File: src/rtl/tile_pixel_serializer_pkg.sv
// Shared constants and helpers for the tile pixel serializer.
// Tile geometry, last phase of a row, load-source selector and the one-step shift.
package tile_pixel_serializer_pkg;

  localparam int unsigned TileW     = 8;
  localparam logic [2:0]  PhaseLast = 3'd7;

  // Where the shifters get their data from at a load point
  typedef enum logic [1:0] {
    SrcZero   = 2'd0,
    SrcHold   = 2'd1,
    SrcBypass = 2'd2
  } load_src_e;

  // One-pixel shift: left pushes MSB out first, right pushes LSB out first
  function automatic logic [TileW-1:0] shift_once(input logic [TileW-1:0] v,
                                                  input logic              right);
    return right ? {1'b0, v[TileW-1:1]} : {v[TileW-2:0], 1'b0};
  endfunction

endpackage

File: src/rtl/tile_pixel_serializer_plane_shift8.sv
// One 8-bit parallel-in/serial-out plane shifter with load, shift enable and direction.
// Exposes its next-state value so the parent can register the post-edge pixel bit.
module tile_pixel_serializer_plane_shift8
  import tile_pixel_serializer_pkg::*;
(
  input  logic             clk,
  input  logic             rst_n,
  input  logic             load,
  input  logic             shift,
  input  logic             right,
  input  logic [TileW-1:0] load_val,
  output logic [TileW-1:0] next_val
);

  logic [TileW-1:0] shreg_q;

  // Load has priority over shift; otherwise hold
  always_comb begin
    next_val = shreg_q;
    if (load) begin
      next_val = load_val;
    end else if (shift) begin
      next_val = shift_once(shreg_q, right);
    end
  end

  // Shift register state
  always_ff @(posedge clk or negedge rst_n) begin
    if (!rst_n) begin
      shreg_q <= '0;
    end else begin
      shreg_q <= next_val;
    end
  end

endmodule

File: src/rtl/tile_pixel_serializer.sv
// Tile pixel serializer: turns one fetched 8-pixel tile row (PLANES bitplanes) into a
// registered PLANES-bit pixel code per pixel-clock enable.
// Holds the phase counter, the row holding register, load/underrun logic and pix register.
// Optional feature macro: SERIALIZER_HFLIP_EN (defined: honour flip_d for horizontal flip;
// undefined: always MSB first, flip_d ignored).
module tile_pixel_serializer
  import tile_pixel_serializer_pkg::*;
#(
  parameter int unsigned PLANES      = 4,
  parameter int unsigned FETCH_PHASE = 3
) (
  input  logic                    clk,
  input  logic                    rst_n,
  input  logic                    pix_cen,
  input  logic                    sync_ld,
  input  logic                    data_we,
  input  logic [8*PLANES-1:0]     plane_d,
  input  logic                    flip_d,
  output logic                    fetch_req,
  output logic [PLANES-1:0]       pix,
  output logic                    underrun
);

  localparam logic [2:0] FetchPhase = 3'(FETCH_PHASE);

  logic [2:0]           phase_q, phase_d;
  logic                 hold_full_q, hold_full_d;
  logic [8*PLANES-1:0]  hold_data_q;
  logic [PLANES-1:0]    pix_q, pix_d;
  logic                 fetch_req_q, fetch_req_d;
  logic                 underrun_q, underrun_d;
  logic                 load, shift;
  load_src_e            load_src;
  logic [8*PLANES-1:0]  load_val;
  logic [TileW-1:0]     plane_next [PLANES];
  logic                 row_flip_q, row_flip_d;

  // A load happens at the end of a row or on an explicit restart
  always_comb begin
    load  = pix_cen & ((phase_q == PhaseLast) | sync_ld);
    shift = pix_cen & ~load;
  end

  // Same-cycle write bypasses the holding register; empty register loads zeros
  always_comb begin
    load_src = SrcZero;
    if (data_we) begin
      load_src = SrcBypass;
    end else if (hold_full_q) begin
      load_src = SrcHold;
    end
  end

  // Load data mux
  always_comb begin
    load_val = '0;
    unique case (load_src)
      SrcBypass: load_val = plane_d;
      SrcHold:   load_val = hold_data_q;
      default:   load_val = '0;
    endcase
  end

`ifdef SERIALIZER_HFLIP_EN
  logic hold_flip_q;
  logic load_flip;

  // Row direction follows the same source as the row data
  always_comb begin
    load_flip  = data_we ? flip_d : (hold_full_q & hold_flip_q);
    row_flip_d = load ? load_flip : row_flip_q;
  end

  // Flip bits of the holding register and of the row in flight
  always_ff @(posedge clk or negedge rst_n) begin
    if (!rst_n) begin
      hold_flip_q <= 1'b0;
      row_flip_q  <= 1'b0;
    end else begin
      if (data_we) begin
        hold_flip_q <= flip_d;
      end
      row_flip_q <= row_flip_d;
    end
  end
`else
  logic unused_flip;
  assign unused_flip = flip_d;
  assign row_flip_q  = 1'b0;
  assign row_flip_d  = 1'b0;
`endif

  // Next phase, holding-register flag, fetch and underrun pulses
  always_comb begin
    phase_d = phase_q;
    if (pix_cen) begin
      phase_d = sync_ld ? 3'd0 : phase_q + 3'd1;
    end
    hold_full_d = hold_full_q;
    if (load) begin
      hold_full_d = 1'b0;
    end else if (data_we) begin
      hold_full_d = 1'b1;
    end
    fetch_req_d = pix_cen & ~sync_ld & (phase_d == FetchPhase);
    underrun_d  = load & ~hold_full_q & ~data_we;
  end

  // Plane shifters, one per bitplane
  for (genvar k = 0; k < PLANES; k++) begin : g_plane
    tile_pixel_serializer_plane_shift8 u_shift (
      .clk      (clk),
      .rst_n    (rst_n),
      .load     (load),
      .shift    (shift),
      .right    (row_flip_q),
      .load_val (load_val[8*k +: 8]),
      .next_val (plane_next[k])
    );
  end

  // Pixel code from the post-edge shifter state, direction of the post-edge row
  always_comb begin
    pix_d = pix_q;
    if (pix_cen) begin
      for (int k = 0; k < PLANES; k++) begin
        pix_d[k] = row_flip_d ? plane_next[k][0] : plane_next[k][TileW-1];
      end
    end
  end

  // Control and output state
  always_ff @(posedge clk or negedge rst_n) begin
    if (!rst_n) begin
      phase_q     <= 3'd0;
      hold_full_q <= 1'b0;
      hold_data_q <= '0;
      pix_q       <= '0;
      fetch_req_q <= 1'b0;
      underrun_q  <= 1'b0;
    end else begin
      phase_q     <= phase_d;
      hold_full_q <= hold_full_d;
      if (data_we) begin
        hold_data_q <= plane_d;
      end
      pix_q       <= pix_d;
      fetch_req_q <= fetch_req_d;
      underrun_q  <= underrun_d;
    end
  end

  assign pix       = pix_q;
  assign fetch_req = fetch_req_q;
  assign underrun  = underrun_q;

endmodule

File: config.mk
export PLATFORM = sky130hd
export DESIGN_NAME = tile_pixel_serializer
export DESIGN_NICKNAME = d
export VERILOG_FILES = /design/src/rtl/tile_pixel_serializer_pkg.sv /design/src/rtl/tile_pixel_serializer_plane_shift8.sv /design/src/rtl/tile_pixel_serializer.sv
export SDC_FILE = /design/constraint.sdc
export NUM_CORES = 1
export LEC_CHECK = 0
export CAP_MARGIN = 30
export CORE_AREA = 2 2 91 93
export CTS_BUF_LIST = sky130_fd_sc_hd__clkbuf_16
export CTS_CLUSTER_DIAMETER = 40
export DETAILED_ROUTE_END_ITERATION = 6
export DIE_AREA = 0 0 93 95
export GPL_TIMING_DRIVEN = 0
export PLACE_DENSITY = 0.54
export REMOVE_ABC_BUFFERS = 1
export SLEW_MARGIN = 20
export SYNTH_ARGS = -nofsm -noshare
export SYNTH_HDL_FRONTEND = slang
export SYNTH_SLANG_ARGS = --single-unit
export TNS_END_PERCENT = 1
File: constraint.sdc
create_clock -name clk -period 2.3 [get_ports clk]
set_input_delay 0.345 -clock clk [delete_from_list [all_inputs] [get_ports clk]]
set_output_delay 0.345 -clock clk [all_outputs]
set_load 0.01 [all_outputs]
**Yosys cells after proc, flatten, opt, wreduce, memory -nomap -nowiden**

Cells that the tools add are included.

- Word-level logic and storage cells: 47
- Register bits: 74
- Bits of input ports: 38
- Output and inout bits: 6

- Reduce and logical (&&, ||, !) cells: 2
- Eq/ne operators: 4
- Bitwise gates (word level): 11
- Muxes and demuxes: 15
- Add/sub/neg operators: 1

Operators with widths:

| kind | number |
|---|---|
| 8-bit 2-to-1 mux | 8 |
| 32-bit case mux with 2 select lines | 1 |
| 1-bit AND | 6 |
| 3-bit 2-to-1 mux | 2 |
| 1-bit inverter | 4 |
| 2-bit nonzero test | 2 |
| 3-bit by 1-bit adder with 3-bit output (second input constant) | 1 |
| 3-bit by 2-bit equality test with 1-bit output (second input constant) | 1 |
| 3-bit equality test (second input constant) | 1 |
| 1-bit 2-to-1 mux | 3 |
| 2-bit by 1-bit equality test with 1-bit output (second input constant) | 1 |
| 2-bit equality test (second input constant) | 1 |
| 2-bit 2-to-1 mux | 1 |
| 1-bit bitwise OR | 1 |

**Logic depth before layout (Yosys ltp)**

- Depth after elaboration: 7
- Mapped depth: 6

**By module**

Synthesis repeated with hierarchy kept, for this count alone.

- Cell total of the unflattened synthesis: 314
- Area, all modules: 3875.0 µm²

By module, submodules not included:

| module | area each (µm²) | times used | cells each |
|---|---|---|---|
| tile_pixel_serializer | 2013.2 | 1 | 138 |
| tile_pixel_serializer_plane_shift8 | 465.4 | 4 | 44 |

**Worst setup path after synthesis**

Ideal clock, no wire load.

- Path kind: reg-to-reg
- Start point: register phase_q[0]
- End point: register g_plane[0].u_shift.shreg_q[1]
- Setup slack: 0.570 ns
- Clock period less this slack: 1.730 ns
- Data arrival time: 1.604 ns
- Stages on the path, launching flop included: 7
- Required time: 2.174 ns
- Setup time: 0.126 ns
- Path through: dfrtp_1 ha_1 ha_1 o221a_1 buf_6 buf_6 a221o_1

- Longest elaborated chain between the ends: 6
- Elaborated cells between the ends (all ways): 7

Ends and longest elaborated chain:

| what | RTL line | source |
|---|---|---|
| start: declaration | tile_pixel_serializer.sv:26 | `logic [2:0] phase_q, phase_d;` |
| start signal: assignment | tile_pixel_serializer.sv:142 | `phase_q <= phase_d;` |
| 3-bit equality test * | tile_pixel_serializer.sv:40 | `load = pix_cen & ((phase_q == PhaseLast) \| sync_ld);` |
| 1-bit bitwise OR * | tile_pixel_serializer.sv:40 |  |
| 1-bit AND * | tile_pixel_serializer.sv:40 |  |
| 1-bit inverter | tile_pixel_serializer.sv:41 | `shift = pix_cen & ~load;` |
| 1-bit AND | tile_pixel_serializer.sv:41 |  |
| 2-bit nonzero test (no source line) | - |  |
| end signal: assignment | tile_pixel_serializer_plane_shift8.sv:32 | `shreg_q <= next_val;` |
| end: declaration | tile_pixel_serializer_plane_shift8.sv:15 | `logic [TileW-1:0] shreg_q;` |

Mark *: on every way between the ends. The rest lies on a longest branch, timed or not.
A chain may end at the register's enable or synchronous reset.

**Worst setup path in the final report**

- Start point: register phase_q[0]
- End point: register g_plane[1].u_shift.shreg_q[2]

- Longest elaborated chain between the ends: 6
- Elaborated cells between the ends (all ways): 7

Ends and longest elaborated chain:

| what | RTL line |
|---|---|
| 3-bit equality test * | tile_pixel_serializer.sv:40 |
| 1-bit bitwise OR * | tile_pixel_serializer.sv:40 |
| 1-bit AND * | tile_pixel_serializer.sv:40 |
| 1-bit inverter | tile_pixel_serializer.sv:41 |
| 1-bit AND | tile_pixel_serializer.sv:41 |
| 2-bit nonzero test (no source line) | - |
| end signal: assignment | tile_pixel_serializer_plane_shift8.sv:32 |
| end: declaration | tile_pixel_serializer_plane_shift8.sv:15 |

Marked as above.

==> qor.yml <==
outcome:
  outcome: "completed"
routing:
  vias: 1794
  drt-total-wl_mm: 5.267
  wl_per_cell_um: 14.92
  ant_nets: 0
  initialDrtViolationCount: 98
  viasPerCell: 5.082
  drc: 0
  dr.pass1.iters: 4
global_route:
  grt_max_degree: 45
  grt_pass1_wl_mm: 8.901
  globalRouteOverflowTotal: 0
  track_usage: 0.1340
  grt_antenna_before_repair: 0
  grt_pass1_vias: 1812
clock_network:
  clock_sinks: 70
  path_clk_slew_ns: 0.05
  clk_latency_ns: 0.32
  cts_tree: "yes"
  cts_resized: 0
  postCtsSetupRepairBufs: 0
  cts_hold_buf: 1
  cts-root-buf: "clkbuf_16"
  cts_htree_levels: 3
  clk_path_buf_depth: 2
  cts_buffers: 9
floorplanning:
  initial_core_util: 0.3636
  die_area_sq_um: 8835
  fp.dieH_um: 95
  die_width_um: 93
  pin_count: 44
  core_area_sq_um: 7928
  rows: 33
power_and_ir_drop:
  power_density_nw_per_um2: 816.6
  power_leakage_nw: 1.595
  ir_worst_vdd_mv: 0.4350
  total_power_w: 0.002994
sta:
  report.final.slew_viol_count: 0
  finalHoldWorstSlack_ns: 0.4684
  rsz0062_at_grt: "false"
  relSlewSlack: 0.5088
  fin_tns_setup_ns: 0
  fin_crit_ns: 2.136
  finalClockSkew_ns: 0.003443
  worst_slack_ns: 0.1636
  fmax_mhz: 468.1
  hold_viol: 0
  min_period_over_period: 0.9289
  worst_pin_slew_ns: 0.7367
  setup_viol: 0
synth:
  synthCells: 200
  syn_avg_cell_area_sq_um: 14.41
  synth.cell_area_sq_um: 2883
  yosysWarnings: 0
  synth_seq_area_share: 0.6076
  yosysUniqueCellTypes: 24
  synth_seq_cells: 70
placement:
  globalplace.congestion: 0.6577
  place_hpwl_mm: 3.283
  port_buffers: 42
  pre_cts_slack_ns: -0.03575
finish:
  layout-drive-gt1-share: 0.1855
  area_growth_pct: 27.17
  layout.nets: 284
  utilization: 0.4624
  num_antenna_cells: 0
hold_path:
  worstHoldPathType: "input port to asynchronous set/reset pin"
run:
  maxCapViolations: 0
worst_setup_path:
  crit_fanout: 17
  worst_ep_arrival_time_ns: 2.34
  criticalPathCategory: "register to register"
  end_kind: "register"
  critPathLaunchType: "register"
  required_ns: 2.50
cell usage after synthesis:
cell type	count	area share
nor3_1	1	0.0017
o221ai_2	1	0.0052
or4bb_1	4	0.016
nand2b_1	2	0.0043
mux2_2	27	0.11
mux2_1	1	0.0039
mux2_4	1	0.0052
mux2i_1	4	0.014
o221a_1	1	0.0039
nor2b_1	25	0.054
dfrtp_1	70	0.61
o221ai_1	4	0.012
a221o_1	24	0.083
o21a_1	1	0.0026
a22o_1	5	0.015
buf_6	5	0.020
o21ai_0	2	0.0035
nor4_1	1	0.0022
clkbuf_1	2	0.0026
nor3b_2	1	0.0043
ha_1	2	0.0087
buf_2	6	0.010
inv_1	9	0.012
buf_4	1	0.0026
layer usage:
layer / GRT usage / part of all wire / wire length [um]
met3: 0.04789 / 0.056 / 296
met1: 0.1793 / 0.48 / 2523
met2: 0.1969 / 0.45 / 2358
met4: 0.05882 / 0.017 / 89
met5: 0 / 0 / 0
layout make-up:
class | count | area [sq um]
flip-flops and latches | 70 | 1752
clock buffers | 9 | 225.2
multi-input cells | 107 | 1002
repair buffers | 47 | 499.2
clock inverters | 6 | 22.52
well taps | 105 | 131.4
inverters | 9 | 33.78
fillers | 735 | 4262
critical path, cell delays in order (launching register included):
cell and delay [ns]:
dfrtp_1 0.40, ha_1 0.20, ha_1 0.30, o221a_1 0.51, buf_6 0.27, a221o_1 0.33
kinds of logic (layout without fill, tap and decap cells):
family	after synthesis	in the layout	share of synthesized area
DFF	70	70	0.6076
AOI/OAI and AO/OA	38	38	0.1259
and+or+nand+nor	34	34	0.08246
muxes	33	33	0.1285
buffers and inverters	23	71	0.04688
adders and majority gates	2	2	0.008679
sequential cells by signal, summed over array words and instances, names as in the netlist:
signal	cells
g_plane.u_shift.shreg_q	28
phase_q	3
pix	4
hold_data_q	32
underrun	1
hold_full_q	1
fetch_req	1
layout by cell type, fill, tap and decap left out:
master / n
dfrtp_1: 70
clkdlybuf4s50_1: 39
mux2_2: 27
nor2b_1: 25
a221o_1: 24
inv_1: 11
clkbuf_16: 9
a22o_1: 5
mux2i_1: 4
or4bb_1: 4
o221ai_1: 4
clkinv_1: 4
nand2b_1: 2
o21ai_0: 2
ha_1: 2
buf_2: 2
buf_16: 2
nor4_1: 1
nor3_1: 1
o221ai_2: 1
mux2_1: 1
nor3b_4: 1
o221a_1: 1
mux2_4: 1
o21a_1: 1
dlygate4sd3_1: 1
buf_4: 1
buf_6: 1
buf_8: 1
power breakdown:
group / total [W] / switching, W / internal [W]
Clock: 0.00116 / 0.000461 / 0.000699
Combinational: 0.000399 / 0.000162 / 0.000238
Sequential: 0.00143 / 0.0000554 / 0.00138
Total: 0.00299 / 0.000679 / 0.00232
path summary, 6_finish.rpt:
kind | start | endpoint | slack, ns | cells past startpoint
worst max-delay path | phase_q[0] | g_plane[1].u_shift.shreg_q[2] | 0.16 | 5
worst max register to register | phase_q[0] | g_plane[1].u_shift.shreg_q[2] | 0.16 | 5
min in group clk | hold_data_q[23] | hold_data_q[23] | 0.47 | 2
max in group asynchronous | rst_n | g_plane[1].u_shift.shreg_q[3] | 1.30 | 3
worst min register to register | hold_data_q[23] | hold_data_q[23] | 0.47 | 2
worst min-delay path | rst_n | hold_data_q[17] | 0.47 | 2
stage by stage:
stage	instances	area, sq um
floorplan	186	2781
global placement	333	3333
detailed placement	337	3408
CTS	353	3666
global route	353	3666
finish	353	3666
(Power assumes the default switching activity.)
